===== src/rtl/display_timings_272p.sv =====
// Display timing generator for the 480x272 RGB LCD: free-running pixel/line counters
// with registered coordinates, syncs, data enable and line/frame strobes, all aligned.
module display_timings_272p #(
   parameter int unsigned CORDW    = 10,
   parameter int unsigned H_ACTIVE = 480,
   parameter int unsigned H_FP     = 2,
   parameter int unsigned H_SYNC   = 41,
   parameter int unsigned H_BP     = 2,
   parameter int unsigned V_ACTIVE = 272,
   parameter int unsigned V_FP     = 2,
   parameter int unsigned V_SYNC   = 10,
   parameter int unsigned V_BP     = 2,
   parameter bit          H_POL    = 1'b0,
   parameter bit          V_POL    = 1'b0
) (
   input  logic             clk_pix_i,
   input  logic             rst_pix_i,
   output logic [CORDW-1:0] sx_o,
   output logic [CORDW-1:0] sy_o,
   output logic             hsync_o,
   output logic             vsync_o,
   output logic             de_o,
   output logic             line_o,
   output logic             frame_o,
   output logic [15:0]      frame_cnt_o
);

   localparam int unsigned HTotal = H_ACTIVE + H_FP + H_SYNC + H_BP;
   localparam int unsigned VTotal = V_ACTIVE + V_FP + V_SYNC + V_BP;

   localparam logic [CORDW-1:0] HLast   = CORDW'(HTotal - 1);
   localparam logic [CORDW-1:0] VLast   = CORDW'(VTotal - 1);
   localparam logic [CORDW-1:0] HAct    = CORDW'(H_ACTIVE);
   localparam logic [CORDW-1:0] VAct    = CORDW'(V_ACTIVE);
   localparam logic [CORDW-1:0] HsFirst = CORDW'(H_ACTIVE + H_FP);
   localparam logic [CORDW-1:0] HsLast  = CORDW'(H_ACTIVE + H_FP + H_SYNC - 1);
   localparam logic [CORDW-1:0] VsFirst = CORDW'(V_ACTIVE + V_FP);
   localparam logic [CORDW-1:0] VsLast  = CORDW'(V_ACTIVE + V_FP + V_SYNC - 1);

   logic             started_q;
   logic [CORDW-1:0] sx_q, sx_d;
   logic [CORDW-1:0] sy_q, sy_d;
   logic             hsync_q, hsync_d;
   logic             vsync_q, vsync_d;
   logic             de_q, de_d;
   logic             line_q, line_d;
   logic             frame_q, frame_d;
   logic [15:0]      frame_cnt_q, frame_cnt_d;

   // The first edge after reset presents (0,0) instead of advancing, so every output
   // is computed from the next coordinate and registered alongside it.
   always_comb begin
      sx_d = sx_q;
      sy_d = sy_q;
      if (!started_q) begin
         sx_d = '0;
         sy_d = '0;
      end else if (sx_q == HLast) begin
         sx_d = '0;
         sy_d = (sy_q == VLast) ? '0 : sy_q + 1'b1;
      end else begin
         sx_d = sx_q + 1'b1;
      end

      de_d        = (sx_d < HAct) && (sy_d < VAct);
      hsync_d     = ((sx_d >= HsFirst) && (sx_d <= HsLast)) ? H_POL : ~H_POL;
      vsync_d     = ((sy_d >= VsFirst) && (sy_d <= VsLast)) ? V_POL : ~V_POL;
      line_d      = (sx_d == '0);
      frame_d     = line_d && (sy_d == '0);
      frame_cnt_d = frame_cnt_q + {15'd0, frame_d};
   end

   always_ff @(posedge clk_pix_i or posedge rst_pix_i) begin
      if (rst_pix_i) begin
         started_q   <= 1'b0;
         sx_q        <= '0;
         sy_q        <= '0;
         hsync_q     <= ~H_POL;
         vsync_q     <= ~V_POL;
         de_q        <= 1'b0;
         line_q      <= 1'b0;
         frame_q     <= 1'b0;
         frame_cnt_q <= '0;
      end else begin
         started_q   <= 1'b1;
         sx_q        <= sx_d;
         sy_q        <= sy_d;
         hsync_q     <= hsync_d;
         vsync_q     <= vsync_d;
         de_q        <= de_d;
         line_q      <= line_d;
         frame_q     <= frame_d;
         frame_cnt_q <= frame_cnt_d;
      end
   end

   assign sx_o        = sx_q;
   assign sy_o        = sy_q;
   assign hsync_o     = hsync_q;
   assign vsync_o     = vsync_q;
   assign de_o        = de_q;
   assign line_o      = line_q;
   assign frame_o     = frame_q;
   assign frame_cnt_o = frame_cnt_q;

endmodule

===== config.mk =====
export PLATFORM = sky130hd
export DESIGN_NAME = display_timings_272p
export DESIGN_NICKNAME = d
export VERILOG_FILES = /design/src/rtl/display_timings_272p.sv
export SDC_FILE = /design/constraint.sdc
export NUM_CORES = 1
export LEC_CHECK = 0
export BUFFER_PORTS_ARGS = -buffer_cell sky130_fd_sc_hd__buf_2
export CORE_MARGIN = 2
export CORE_UTILIZATION = 50
export DETAILED_ROUTE_END_ITERATION = 7
export PLACE_DENSITY_LB_ADDON = 0.05
export SETUP_SLACK_MARGIN = 0.4
export SLEW_MARGIN = 20
export SYNTH_ARGS = -nofsm -noshare
export SYNTH_HDL_FRONTEND = slang
export SYNTH_SLANG_ARGS = --single-unit

===== constraint.sdc =====
create_clock -name clk_pix_i -period 6.9 [get_ports clk_pix_i]
set_input_delay 1.38 -clock clk_pix_i [delete_from_list [all_inputs] [get_ports clk_pix_i]]
set_output_delay 1.38 -clock clk_pix_i [all_outputs]
set_load 0.005 [all_outputs]

==> results.toml <==
[outcome]
outcome = "completed"

[clock_tree]
cts_buffer_depth = 2
cts_root_buf = "clkbuf_8"
cts_tree = "done"
ctsResizeCount = 0
cts.sinks = 42
cts_setup_buffers = 0
clk_latency_ns = 0.30
clk_pin_slew_ns = 0.09
h-tree-depth = 2
numCtsBuffers = 5
hold_buffers = 0

[flow_run]
drv_cap = 0

[placed_design]
dp_cells = 330
portBuffers = 42
dpl.hpwl_um = 3618
globalplace.congestion = 0.8974

[detailed_routing]
ant_nets = 0
wl_per_cell_um = 14.72
vias = 1896
dr.pass1.iters = 4
drc = 0
drt_iter0_markers = 115
via_per_inst = 5.609
drt_wl_total_um = 4976

[power_and_ir_drop]
power_density_mw_per_mm2 = 202.6
ir_drop_uv = 132.7
p_leak_nw = 1.271
power_w = 0.0005424

[cells_and_area]
diodes = 0
postLayoutCoreUtil_pct = 60.25
instances_no_fill = 338
nFillCells = 392
layout-drive-gt1-share_pct = 21.33
final_nets = 294
areaGrowthSynthToFinish_pct = 14.07
multi_input_area_mm2 = 0.001206
regArea_mm2 = 0.001054

[timing]
max_freq_ghz = 0.2621
hold_viol = 0
rsz0062_at_grt = "no"
clock_skew_ns = 0.01278
period_share_pct = 55.30
finalSetupViolCount = 0
tightest_slew_ns = 0.6521
holdWs_ns = 0.4745
slew_headroom_pct = 56.23
drv_slew = 0
tns_ns = 0
finalCriticalPeriod_ns = 3.815

[yosys]
ys_ff_latch = 42
netlist_area_mm2 = 0.002347
ys_types = 52
seq_area_frac_synth_pct = 44.88
syn_inst = 244
synthesis.nets = 253
avgSynthCellArea_um2 = 9.620
synthFlopType = "dfrtp_1"
async_flop_share_pct = 100.0
synth_enable_flop_cells = 0
ys_warn_count = 0

[setup_path]
worst_setup_path_start_kind = "flip-flop"
required_ns = 7.09
critPathArrivalTime_ns = 4.01
crit_slowest_cell = "o21ai_1"
endpoint_kind = "flip-flop"
critPathMostFrequentCell = "ha_1"
crit_buf_inv = 2
startpoint = "sx_o[0]"
reg2reg_from = "sx_o[0]"
crit_type = "flip-flop to flip-flop"
cp_cell_sequence = "inv_1 > ha_1 > and4bb_1 > nand3_1 > o21ai_1 > inv_1 > a2111oi_2 > ha_1 > ha_1 > nand2_1 > nor2_1 > nand2_1 > xnor2_1"
crit_family = "compound AO/OA/AOI/OAI gates"
slowest_delay_ns = 0.71
cp_max_fo = 17

[die]
fp.dieArea_mm2 = 0.005258
num_rows = 24
die_x_um = 72.52
die_h_um = 72.52
core_area_mm2 = 0.004444
io-pin-count = 43
initial_core_util_pct = 52.82

[grt]
grt_pass1_wl_um = 8293
grt_pass1_vias = 1742
grt_max_degree = 43
antenna_found_initial = 0
gr-usage-all-layers_pct = 20.19
overflow = 0

[worst_hold_path]
hp-class = "flip-flop to flip-flop"
holdCritStartpoint = "frame_cnt_o[15]"
==> worst paths after layout <==
| kind | slack [ns] | to | cells after the start |
|---|---|---|---|
| setup / recovery | 3.08 | frame_cnt_o[12] | 13 |
| hold / removal | 0.47 | frame_cnt_o[15] | 1 |
| setup reg to reg | 3.08 | frame_cnt_o[12] | 13 |
| hold reg to reg | 0.47 | frame_cnt_o[15] | 1 |
| max in group asynchronous | 5.33 | hsync_o | 3 |
| min in group asynchronous | 1.19 | frame_cnt_o[6] | 3 |
==> worst reg2reg max path, cell delays in order (launching register included) <==
cell	delay, ns
dfrtp_1	0.45
inv_1	0.10
ha_1	0.14
and4bb_1	0.30
nand3_1	0.46
o21ai_1	0.71
inv_1	0.15
a2111oi_2	0.38
ha_1	0.35
ha_1	0.25
nand2_1	0.09
nor2_1	0.14
nand2_1	0.08
xnor2_1	0.12
==> metal layers <==
layer | up-vias | global-route usage, % | wire length [um]
li1 | 949 | - | -
met1 | 905 | 29.21 | 2432
met2 | 37 | 30.78 | 2304
met3 | 5 | 4.444 | 192
met4 | 0 | 5.556 | 48
met5 | - | 0 | 0
==> area by class of cell <==
| class | instances | share of cell area (%) |
|---|---|---|
| timing repair buffer | 43 | 8.131 |
| tap | 52 | 2.430 |
| sequential | 42 | 39.35 |
| clock inverter | 3 | 0.9346 |
| multi-input combinational | 182 | 45.05 |
| clock buffer | 5 | 2.570 |
| inverter | 11 | 1.542 |
==> where the power goes <==
group	switching [W]	internal [W]	leakage [nW]
logic	0.0000399	0.0000392	0.674
registers	0.0000274	0.000270	0.552
clock network	0.0000932	0.0000731	0.0447
total	0.000160	0.000382	1.27
==> metrics by stage <==
stage	cell area [um2]	setup slack, ns
2_1_floorplan	2347	3.722
3_3_place_gp	2584	3.224
3_5_place_dp	2584	3.083
4_1_cts	2678	3.071
5_1_grt	2678	2.606
6_report	2678	3.085
==> synthesized netlist by cell type (2+ instances only) <==
library cell,instances,area [um2]
a21oi_1,7,35.03
a31oi_1,5,31.28
and2_1,6,37.54
and3_1,7,43.79
and4_1,3,26.28
clkbuf_1,6,22.52
dfrtp_1,40,1001
dfstp_2,2,52.55
ha_1,7,87.58
inv_1,11,41.29
nand2_1,18,67.56
nand2b_1,2,12.51
nand3_1,17,85.08
nand4_1,9,56.30
nor2_1,18,67.56
nor2b_1,2,12.51
nor3_1,5,25.02
nor3b_1,2,15.01
nor4_1,2,12.51
o211ai_1,3,22.52
o21a_1,2,15.01
o21ai_0,9,45.04
or2_2,2,12.51
or3_1,6,37.54
xnor2_1,19,166.4
xor2_1,8,70.07
==> registers in the layout (all words and copies together) (netlist names) <==
name         cells
frame_cnt_o     16
de_o             1
started_q        1
line_o           1
frame_o          1
hsync_o          1
vsync_o          1
sx_o            10
sy_o            10
==> placed cells by master, fill, tap and decap left out, types with 2 or more instances in the layout <==
cell / Yosys / final
nand3_1: 17 / 17
nand2_1: 18 / 18
nand4_1: 9 / 9
o21ai_0: 9 / 9
and2_1: 6 / 6
dfrtp_1: 40 / 40
or3_1: 6 / 6
a21oi_1: 7 / 7
clkbuf_8: 0 / 5
nand2b_1: 2 / 2
inv_1: 11 / 11
and3_1: 7 / 7
nor2b_1: 2 / 2
buf_2: 1 / 42
o21a_1: 2 / 2
dfstp_2: 2 / 2
xor2_1: 8 / 8
nor4_1: 2 / 2
nor3_1: 5 / 5
xnor2_1: 19 / 19
ha_1: 7 / 7
and4_1: 3 / 3
nor3b_1: 2 / 2
a31oi_1: 5 / 5
nor2_1: 18 / 18
or2_2: 2 / 2
o211ai_1: 3 / 3
==> cells by family (layout without fill, tap and decap cells) <==
logic type / Yosys count / in the layout / share of synthesized area, %
AND/OR/NAND/NOR: 109 / 109 / 26.23
other: 1 / 1 / 0.1598
adder cells (fa/ha/maj): 7 / 7 / 3.731
AO/OA/AOI/OAI: 37 / 37 / 10.77
multiplexers: 1 / 1 / 0.4265
XOR/XNOR: 27 / 27 / 10.07
flip-flops: 42 / 42 / 44.88
buffers and inverters: 20 / 62 / 3.731
Power figures use the tool's default switching activity.
